--- config.mk ---
export PLATFORM = sky130hd
export DESIGN_NAME = acc_arbiter_flat
export DESIGN_NICKNAME = d
export VERILOG_FILES = /design/src/rtl/acc_arbiter_if.sv /design/src/rtl/acc_arbiter.sv /design/src/flat_wrapper.sv
export SDC_FILE = /design/constraint.sdc
export NUM_CORES = 1
export LEC_CHECK = 0
export BUFFER_PORTS_ARGS = -buffer_cell sky130_fd_sc_hd__buf_2
export CAP_MARGIN = 40
export CORE_MARGIN = 1.5
export CORE_UTILIZATION = 50
export CTS_BUF_LIST = sky130_fd_sc_hd__clkbuf_16
export CTS_CLUSTER_DIAMETER = 120
export DETAILED_ROUTE_END_ITERATION = 7
export PLACE_DENSITY_LB_ADDON = 0.15
export SYNTH_ARGS = -nofsm -noshare
export SYNTH_HDL_FRONTEND = slang
export SYNTH_SLANG_ARGS = --single-unit
--- constraint.sdc ---
create_clock -name clk -period 2.6 [get_ports clk]
set_input_delay 0.26 -clock clk [delete_from_list [all_inputs] [get_ports clk]]
set_output_delay 0.26 -clock clk [all_outputs]
set_load 0.02 [all_outputs]
--- src/rtl/acc_arbiter_if.sv ---
// Request/result bundle of the burst-accumulating arbiter: four 5-bit sample
// sources in, one tagged burst total out.
interface acc_arbiter_if #(
   parameter int LENGTH = 10
);
   logic [3:0]        req_valid;
   logic [19:0]       req_data;
   logic [3:0]        req_ready;
   logic              res_valid;
   logic [1:0]        res_id;
   logic [LENGTH-1:0] res_sum;
   logic              res_ready;
   logic              busy;

   modport master (
      output req_valid, req_data, res_ready,
      input  req_ready, res_valid, res_id, res_sum, busy
   );

   modport slave (
      input  req_valid, req_data, res_ready,
      output req_ready, res_valid, res_id, res_sum, busy
   );
endinterface

--- src/rtl/acc_arbiter.sv ---
// Round-robin arbiter that grants one of four requesters, sums BURST of its
// samples, and presents the total with the owner's id until it is taken.
module acc_arbiter #(
   parameter int LENGTH = 10,
   parameter int BURST  = 8
) (
   input  logic         clk,
   input  logic         resetn,
   acc_arbiter_if.slave bus
);
   typedef enum logic [1:0] {
      IDLE  = 2'd0,
      ACCUM = 2'd1,
      DONE  = 2'd2
   } state_t;

   localparam logic [7:0] LAST_COUNT = 8'(BURST - 1);

   state_t            state_r, state_s;
   logic [1:0]        ptr_r, ptr_s;
   logic [1:0]        grant_r, grant_s;
   logic [1:0]        pick_s, idx_s;
   logic              found_s;
   logic [LENGTH-1:0] sum_r, sum_s;
   logic [7:0]        count_r, count_s;
   logic [3:0]        ready_r, ready_s;
   logic              res_valid_r, res_valid_s;
   logic [1:0]        res_id_r, res_id_s;
   logic [LENGTH-1:0] res_sum_r, res_sum_s;
   logic              busy_r;
   logic [4:0]        sample_s;
   logic              accept_s;

   // First valid requester at or after ptr, wrapping 3 -> 0.
   always_comb begin
      pick_s  = ptr_r;
      found_s = 1'b0;
      idx_s   = ptr_r;
      for (int k = 0; k < 4; k++) begin
         idx_s = ptr_r + 2'(k);
         if (!found_s && bus.req_valid[idx_s]) begin
            pick_s  = idx_s;
            found_s = 1'b1;
         end else begin
            found_s = found_s;
         end
      end
   end

   // Sample lane of the granted requester and its handshake.
   always_comb begin
      sample_s = 5'd0;
      case (grant_r)
         2'd0:    sample_s = bus.req_data[4:0];
         2'd1:    sample_s = bus.req_data[9:5];
         2'd2:    sample_s = bus.req_data[14:10];
         2'd3:    sample_s = bus.req_data[19:15];
         default: sample_s = 5'd0;
      endcase
      accept_s = (state_r == ACCUM) && ready_r[grant_r] && bus.req_valid[grant_r];
   end

   // Next-state and next-output logic; outputs are registered from these values.
   always_comb begin
      state_s     = state_r;
      ptr_s       = ptr_r;
      grant_s     = grant_r;
      sum_s       = sum_r;
      count_s     = count_r;
      ready_s     = 4'b0000;
      res_valid_s = 1'b0;
      res_id_s    = res_id_r;
      res_sum_s   = res_sum_r;
      case (state_r)
         IDLE: begin
            if (|bus.req_valid) begin
               grant_s = pick_s;
               sum_s   = '0;
               count_s = 8'd0;
               state_s = ACCUM;
            end else begin
               state_s = IDLE;
            end
         end
         ACCUM: begin
            // ready opens one cycle after entry, which yields the BURST+2 latency
            ready_s = 4'b0001 << grant_r;
            if (accept_s) begin
               sum_s   = sum_r + {{(LENGTH-5){1'b0}}, sample_s};
               count_s = count_r + 8'd1;
               if (count_r == LAST_COUNT) begin
                  state_s     = DONE;
                  ready_s     = 4'b0000;
                  res_valid_s = 1'b1;
                  res_id_s    = grant_r;
                  res_sum_s   = sum_s;
               end else begin
                  state_s = ACCUM;
               end
            end else begin
               state_s = ACCUM;
            end
         end
         DONE: begin
            res_valid_s = 1'b1;
            if (bus.res_ready) begin
               ptr_s       = grant_r + 2'd1;
               state_s     = IDLE;
               res_valid_s = 1'b0;
            end else begin
               state_s = DONE;
            end
         end
         default: begin
            state_s = IDLE;
         end
      endcase
   end

   // State and output registers with asynchronous clear.
   always_ff @(posedge clk or negedge resetn) begin
      if (!resetn) begin
         state_r     <= IDLE;
         ptr_r       <= 2'd0;
         grant_r     <= 2'd0;
         sum_r       <= '0;
         count_r     <= 8'd0;
         ready_r     <= 4'b0000;
         res_valid_r <= 1'b0;
         res_id_r    <= 2'd0;
         res_sum_r   <= '0;
         busy_r      <= 1'b0;
      end else begin
         state_r     <= state_s;
         ptr_r       <= ptr_s;
         grant_r     <= grant_s;
         sum_r       <= sum_s;
         count_r     <= count_s;
         ready_r     <= ready_s;
         res_valid_r <= res_valid_s;
         res_id_r    <= res_id_s;
         res_sum_r   <= res_sum_s;
         busy_r      <= (state_s != IDLE);
      end
   end

   assign bus.req_ready = ready_r;
   assign bus.res_valid = res_valid_r;
   assign bus.res_id    = res_id_r;
   assign bus.res_sum   = res_sum_r;
   assign bus.busy      = busy_r;
endmodule

--- src/flat_wrapper.sv ---
// flat-port wrapper written by rule: the top's interface ports become plain ports
module acc_arbiter_flat 
#(
   parameter int LENGTH = 10,
   parameter int BURST  = 8
)
  (clk, resetn, bus_req_valid, bus_req_data, bus_res_ready, bus_req_ready, bus_res_valid, bus_res_id, bus_res_sum, bus_busy);
  acc_arbiter_if #(.LENGTH(LENGTH)) bus_i ();
  input  logic clk;
  input  logic resetn;
  input wire logic [$bits(bus_i.req_valid)-1:0] bus_req_valid;
  input wire logic [$bits(bus_i.req_data)-1:0] bus_req_data;
  input wire logic [$bits(bus_i.res_ready)-1:0] bus_res_ready;
  output wire logic [$bits(bus_i.req_ready)-1:0] bus_req_ready;
  output wire logic [$bits(bus_i.res_valid)-1:0] bus_res_valid;
  output wire logic [$bits(bus_i.res_id)-1:0] bus_res_id;
  output wire logic [$bits(bus_i.res_sum)-1:0] bus_res_sum;
  output wire logic [$bits(bus_i.busy)-1:0] bus_busy;
  assign bus_i.req_valid = bus_req_valid;
  assign bus_i.req_data = bus_req_data;
  assign bus_i.res_ready = bus_res_ready;
  assign bus_req_ready = bus_i.req_ready;
  assign bus_res_valid = bus_i.res_valid;
  assign bus_res_id = bus_i.res_id;
  assign bus_res_sum = bus_i.res_sum;
  assign bus_busy = bus_i.busy;
  acc_arbiter #(.LENGTH(LENGTH), .BURST(BURST)) u_core (.clk(clk), .resetn(resetn), .bus(bus_i));
endmodule
* Yosys cells after proc, flatten, opt, wreduce, memory -nomap -nowiden
Cells that the tools add are included.
Word-level totals: output and inout bits 18, logic and storage cells 84, register bits 42, bits of input ports 27
Cells by class: $add $sub $neg 6, eq/ne operators 8, shift operators 1, $lt $le $gt $ge 5, muxes and demuxes 37, reductions and logical operators 17
Operator list (count):
- 2-to-1 mux 10 bit | 2
- case mux 10 bit (2 select lines) | 1
- case mux 5 bit (4 select lines) | 1
- 2-to-1 mux 8 bit | 2
- case mux 8 bit (2 select lines) | 1
- less-than comparator 2 x 3 -> 1 bit, second input constant | 5
- 2-to-1 mux 1 bit | 13
- binary-select mux 1 bit (select 2 bit) | 6
- 2-to-1 mux 2 bit | 6
- 2-to-1 mux 4 bit | 3
- adder 10 x 5 -> 10 bit | 1
- adder 8 x 1 -> 8 bit, second input constant | 1
- equality test 8 x 3 -> 1 bit, second input constant | 1
- equality test 2 bit, second input constant | 3
- case mux 2 bit (3 select lines) | 1
- AND reduction 3 bit | 2
- logical AND 1 bit | 5
- adder 2 x 1 -> 2 bit, second input constant | 2
- adder 2 bit, second input constant | 2
- equality test 2 x 1 -> 1 bit, second input constant | 2
- zero test 2 bit | 2
- inequality test 2 x 1 -> 1 bit, second input constant | 2
- AND reduction 2 bit | 2
- nonzero test 2 bit | 2
- other kinds (4) | 6

* Longest topological paths before layout
depth after elaboration 12, mapped depth 12, gate-level depth less buffers 12

* Worst setup path before layout
OpenSTA, ideal clock, no wires.
path kind reg-to-reg, start register u_core.grant_r[0], end register u_core.sum_r[9], cell stages (with the launch flop) 11, data arrival time 2540 ps, library setup time 124 ps, required time 2476 ps, path slack -64 ps, buffers on the path 1, period minus slack after synthesis 2664 ps, cells stage by stage dfrtp_1 inv_1 ha_1 clkbuf_1 mux2_2 ha_1 a211oi_1 o21ai_0 o2111ai_1 and3_1 a211o_1
On the way: word-level cells in the longest chain between the ends 6, elaborated cells between the ends (all ways) 16, those cells by class 1 x add/sub; 4 x eq/ne; 7 x mux; 4 x reduce/logical
RTL lines:
- from (decl) | line acc_arbiter.sv:21 | logic [1:0] grant_r, grant_s;
- from (signal assigned) | line acc_arbiter.sv:136 | grant_r <= grant_s;
- parallel branches: the longest is 6 deep, another holds adder 10 x 5 -> 10 bit
- to (signal assigned) | line acc_arbiter.sv:137 | sum_r <= sum_s;
- to (decl) | line acc_arbiter.sv:24 | logic [LENGTH-1:0] sum_r, sum_s;
Several ways; the timed one is not identified. The select of a mux whose other input is x is not followed. A chain may end at the register's enable or synchronous reset.

* Final worst setup path
start register u_core.grant_r[1], end register u_core.sum_r[6]
The elaborated chain is that of the path after synthesis.

==> results.toml <==
[yosys]
syn_nets = 285
ys_seq_area_share_pct = 44.9
syn_inst = 242
synth-seq-cells = 42
synth_compound_area_share_pct = 18.6
synthMuxAreaShare_pct = 4.54
yosys.area_share.simple_pct = 16.3
ys.flop_type = "dfrtp_1"
synth_top_area_share_pct = 44.9
synth_top_family_by_area = "compound AO/OA/AOI/OAI gates"
netlist_top_cells_count = "dfrtp_1 (42), nand2_1 (31), o21ai_0 (18), ha_1 (15), inv_1 (15)"
syn_area_um2 = 2340
avgSynthCellArea_um2 = 9.68
async_reset_ff_share_pct = 100
yosysMostFrequentCell = "dfrtp_1"
synth_edf_count = 0
synth_cell_types = 46
synthTopCellsByArea = "dfrtp_1 (45%), ha_1 (8.0%), nand2_1 (5.0%)"
yosys.area.top_type = "dfrtp_1"
synth_adder_area_share_pct = 8.87
synth_xor_area_share_pct = 2.62
synth_warnings = 0

[critical_path]
critPathMaxFanout = 6
cp_num_buf_inv = 1
max_stage_delay_ns = 0.47
path_cells = "ha_4, a222oi_1, mux2i_2, ha_2, inv_2, fa_2, nor2b_2, o31a_1, o21ai_2, nor3_1, a21o_1"
required_ns = 2.77
crit_slowest_cell = "dfrtp_2"
path_class = "reg -> reg"
cp_top_family = "compound AO/OA/AOI/OAI gates"
cp-end-kind = "flop"
start_kind = "flop"
arrival_ns = 2.78

[timing]
worst_slack_ns = -0.0192
slew_viol_final = 0
relSlewSlack_pct = 62.0
fmax_mhz = 382
tightest_slew_ns = 0.570
grt_setup_unrepaired = "true"
fin_skew_ns = 0.00612
hold_ws_ns = 0.301
period_share_pct = 101
hold_violations = 0
setup_tns_ns = -0.0365
setup_viol = 2
finalCriticalPeriod_ns = 2.62

[placed_design]
io_buffer_count = 44
globalplace.congestion = 0.840
dp_hpwl_mm = 3.92
dp_slack_ns = -0.184

[drt]
wirelength_mm = 5.32
dr.pass1.iters = 6
num_vias = 1986
drc = 7
ant_nets = 0
dr.first_iter.drc_count = 93
wl_per_cell_um = 14.6
via_per_inst = 5.44

[layout]
multi_input_area_um2 = 1300
final_util_pct = 68.8
diodes = 0
fin_nets = 355
layout-drive-gt1-share_pct = 32.9
n_fill_cell = 337
syn2layout_area_growth_pct = 30.5
seq_area_um2 = 1050

[clock_tree]
cts_buffer_depth = 2
clk_latency_ns = 0.28
cts_tree = "yes"
htreeDepth = 2
cts_made_buffers = 5
root_buffer = "clkbuf_16"
clock-sinks = 42
path_clk_slew_ns = 0.06

[die]
ios = 45
die_area_um2 = 5100
die_h_um = 71.4
core_area_um2 = 4440
start_util_pct = 52.7
row_count = 24
die_width_um = 71.4

[status]
outcome = "finished, violations left"
violations = "design-rule violations, negative setup slack"

[pwr]
max-vdd-ir-drop_mv = 0.470
p_per_area_nw_per_um2 = 1060
power.total_mw = 3.25
p_leak_nw = 1.51

[global_route]
antenna_found_initial = 0
grt_use_total_pct = 22.2
grt_max_degree = 30
grt_pass1_vias = 1927
grt_remaining_overflow = 0
grt_pass1_wl_mm = 8.85

[flow_run]
cap_violations = 0

[hold_path]
hold_path.class = "in -> reg"
layer usage:
metal | share of wire (%) | GRT usage [%]
met4 | 1.5 | 6.62
met5 | 0 | 0
met1 | 48 | 29.9
met2 | 46 | 35.9
met3 | 4.5 | 5.06
stage by stage:
step                      cells  cell area (um^2)
after floorplan             242              2340
after global placement      352              2750
after detailed placement    353              2770
after CTS                   363              3010
after global routing        365              3060
final                       365              3060
placed cells by master (no fill, tap or decap), types with 5 or more instances in the layout:
cell and instances:
o21ai_1 11, a21oi_1 10, clkbuf_16 5, inv_1 13, ha_1 9, nor3_1 6, nand3_1 9, buf_4 23
buf_2 44, and3_1 7, ha_4 5, nand2_1 31, o21ai_0 13, dfrtp_1 40
logic make-up after synthesis:
kind of cell,after synthesis
flip-flops,42
AND/OR/NAND/NOR,77
XOR/XNOR,7
adder cells (fa/ha/maj),16
multiplexers,9
AO/OA/AOI/OAI,68
buffers and inverters,23
cell type report:
cell class                      count  share of cell area (%)
Clock buffer                        5                    4.09
Clock inverter                      3                   0.409
Inverter                           15                    1.92
Multi-Input combinational cell    177                    42.4
Sequential cell                    42                    34.5
Tap cell                           52                    2.13
Timing Repair Buffer               71                    14.6
sequential cells by signal, summed over array words and instances, names as in the netlist:
signal / count
u_core.bus.res_sum: 10
u_core.sum_r: 10
u_core.count_r: 8
u_core.bus.req_ready: 4
u_core.bus.res_id: 2
u_core.grant_r: 2
u_core.ptr_r: 2
u_core.state_r: 2
u_core.bus.busy: 1
u_core.bus.res_valid: 1
timing repair:
action / in CTS / in global routing
hold endpoints to repair: 13 / 0
pin swaps: 6 / 13
setup endpoints to repair: 10 / 11
gates resized for setup: 24 / 9
buffers inserted: 1 / 2
hold buffers: 1 / 0
path summary, 6_finish.rpt:
path | startpoint | endpoint | slack, ns | cells past startpoint
worst max-delay path | u_core.grant_r[1] | u_core.sum_r[6] | -0.02 | 11
worst min-delay path | bus_res_ready | u_core.ptr_r[0] | 0.30 | 3
worst max register to register | u_core.grant_r[1] | u_core.sum_r[6] | -0.02 | 11
worst min register to register | u_core.bus.res_sum[4] | u_core.bus.res_sum[4] | 0.48 | 2
max in group asynchronous | resetn | u_core.grant_r[0] | 1.69 | 3
min in group asynchronous | resetn | u_core.sum_r[2] | 0.42 | 2
worst min-delay path, stage by stage:
cell and delay (ns):
buf_2 0.10, nand2_1 0.10, o21ai_0 0.08
where the power goes:
part | switching (mW) | leakage [nW] | internal (mW) | total, mW
logic | 0.898 | 0.884 | 0.819 | 1.72
registers | 0.141 | 0.554 | 0.821 | 0.962
clock network | 0.229 | 0.0724 | 0.346 | 0.575
total | 1.27 | 1.51 | 1.99 | 3.25
Note: power is estimated with default switching activity, not from simulation.
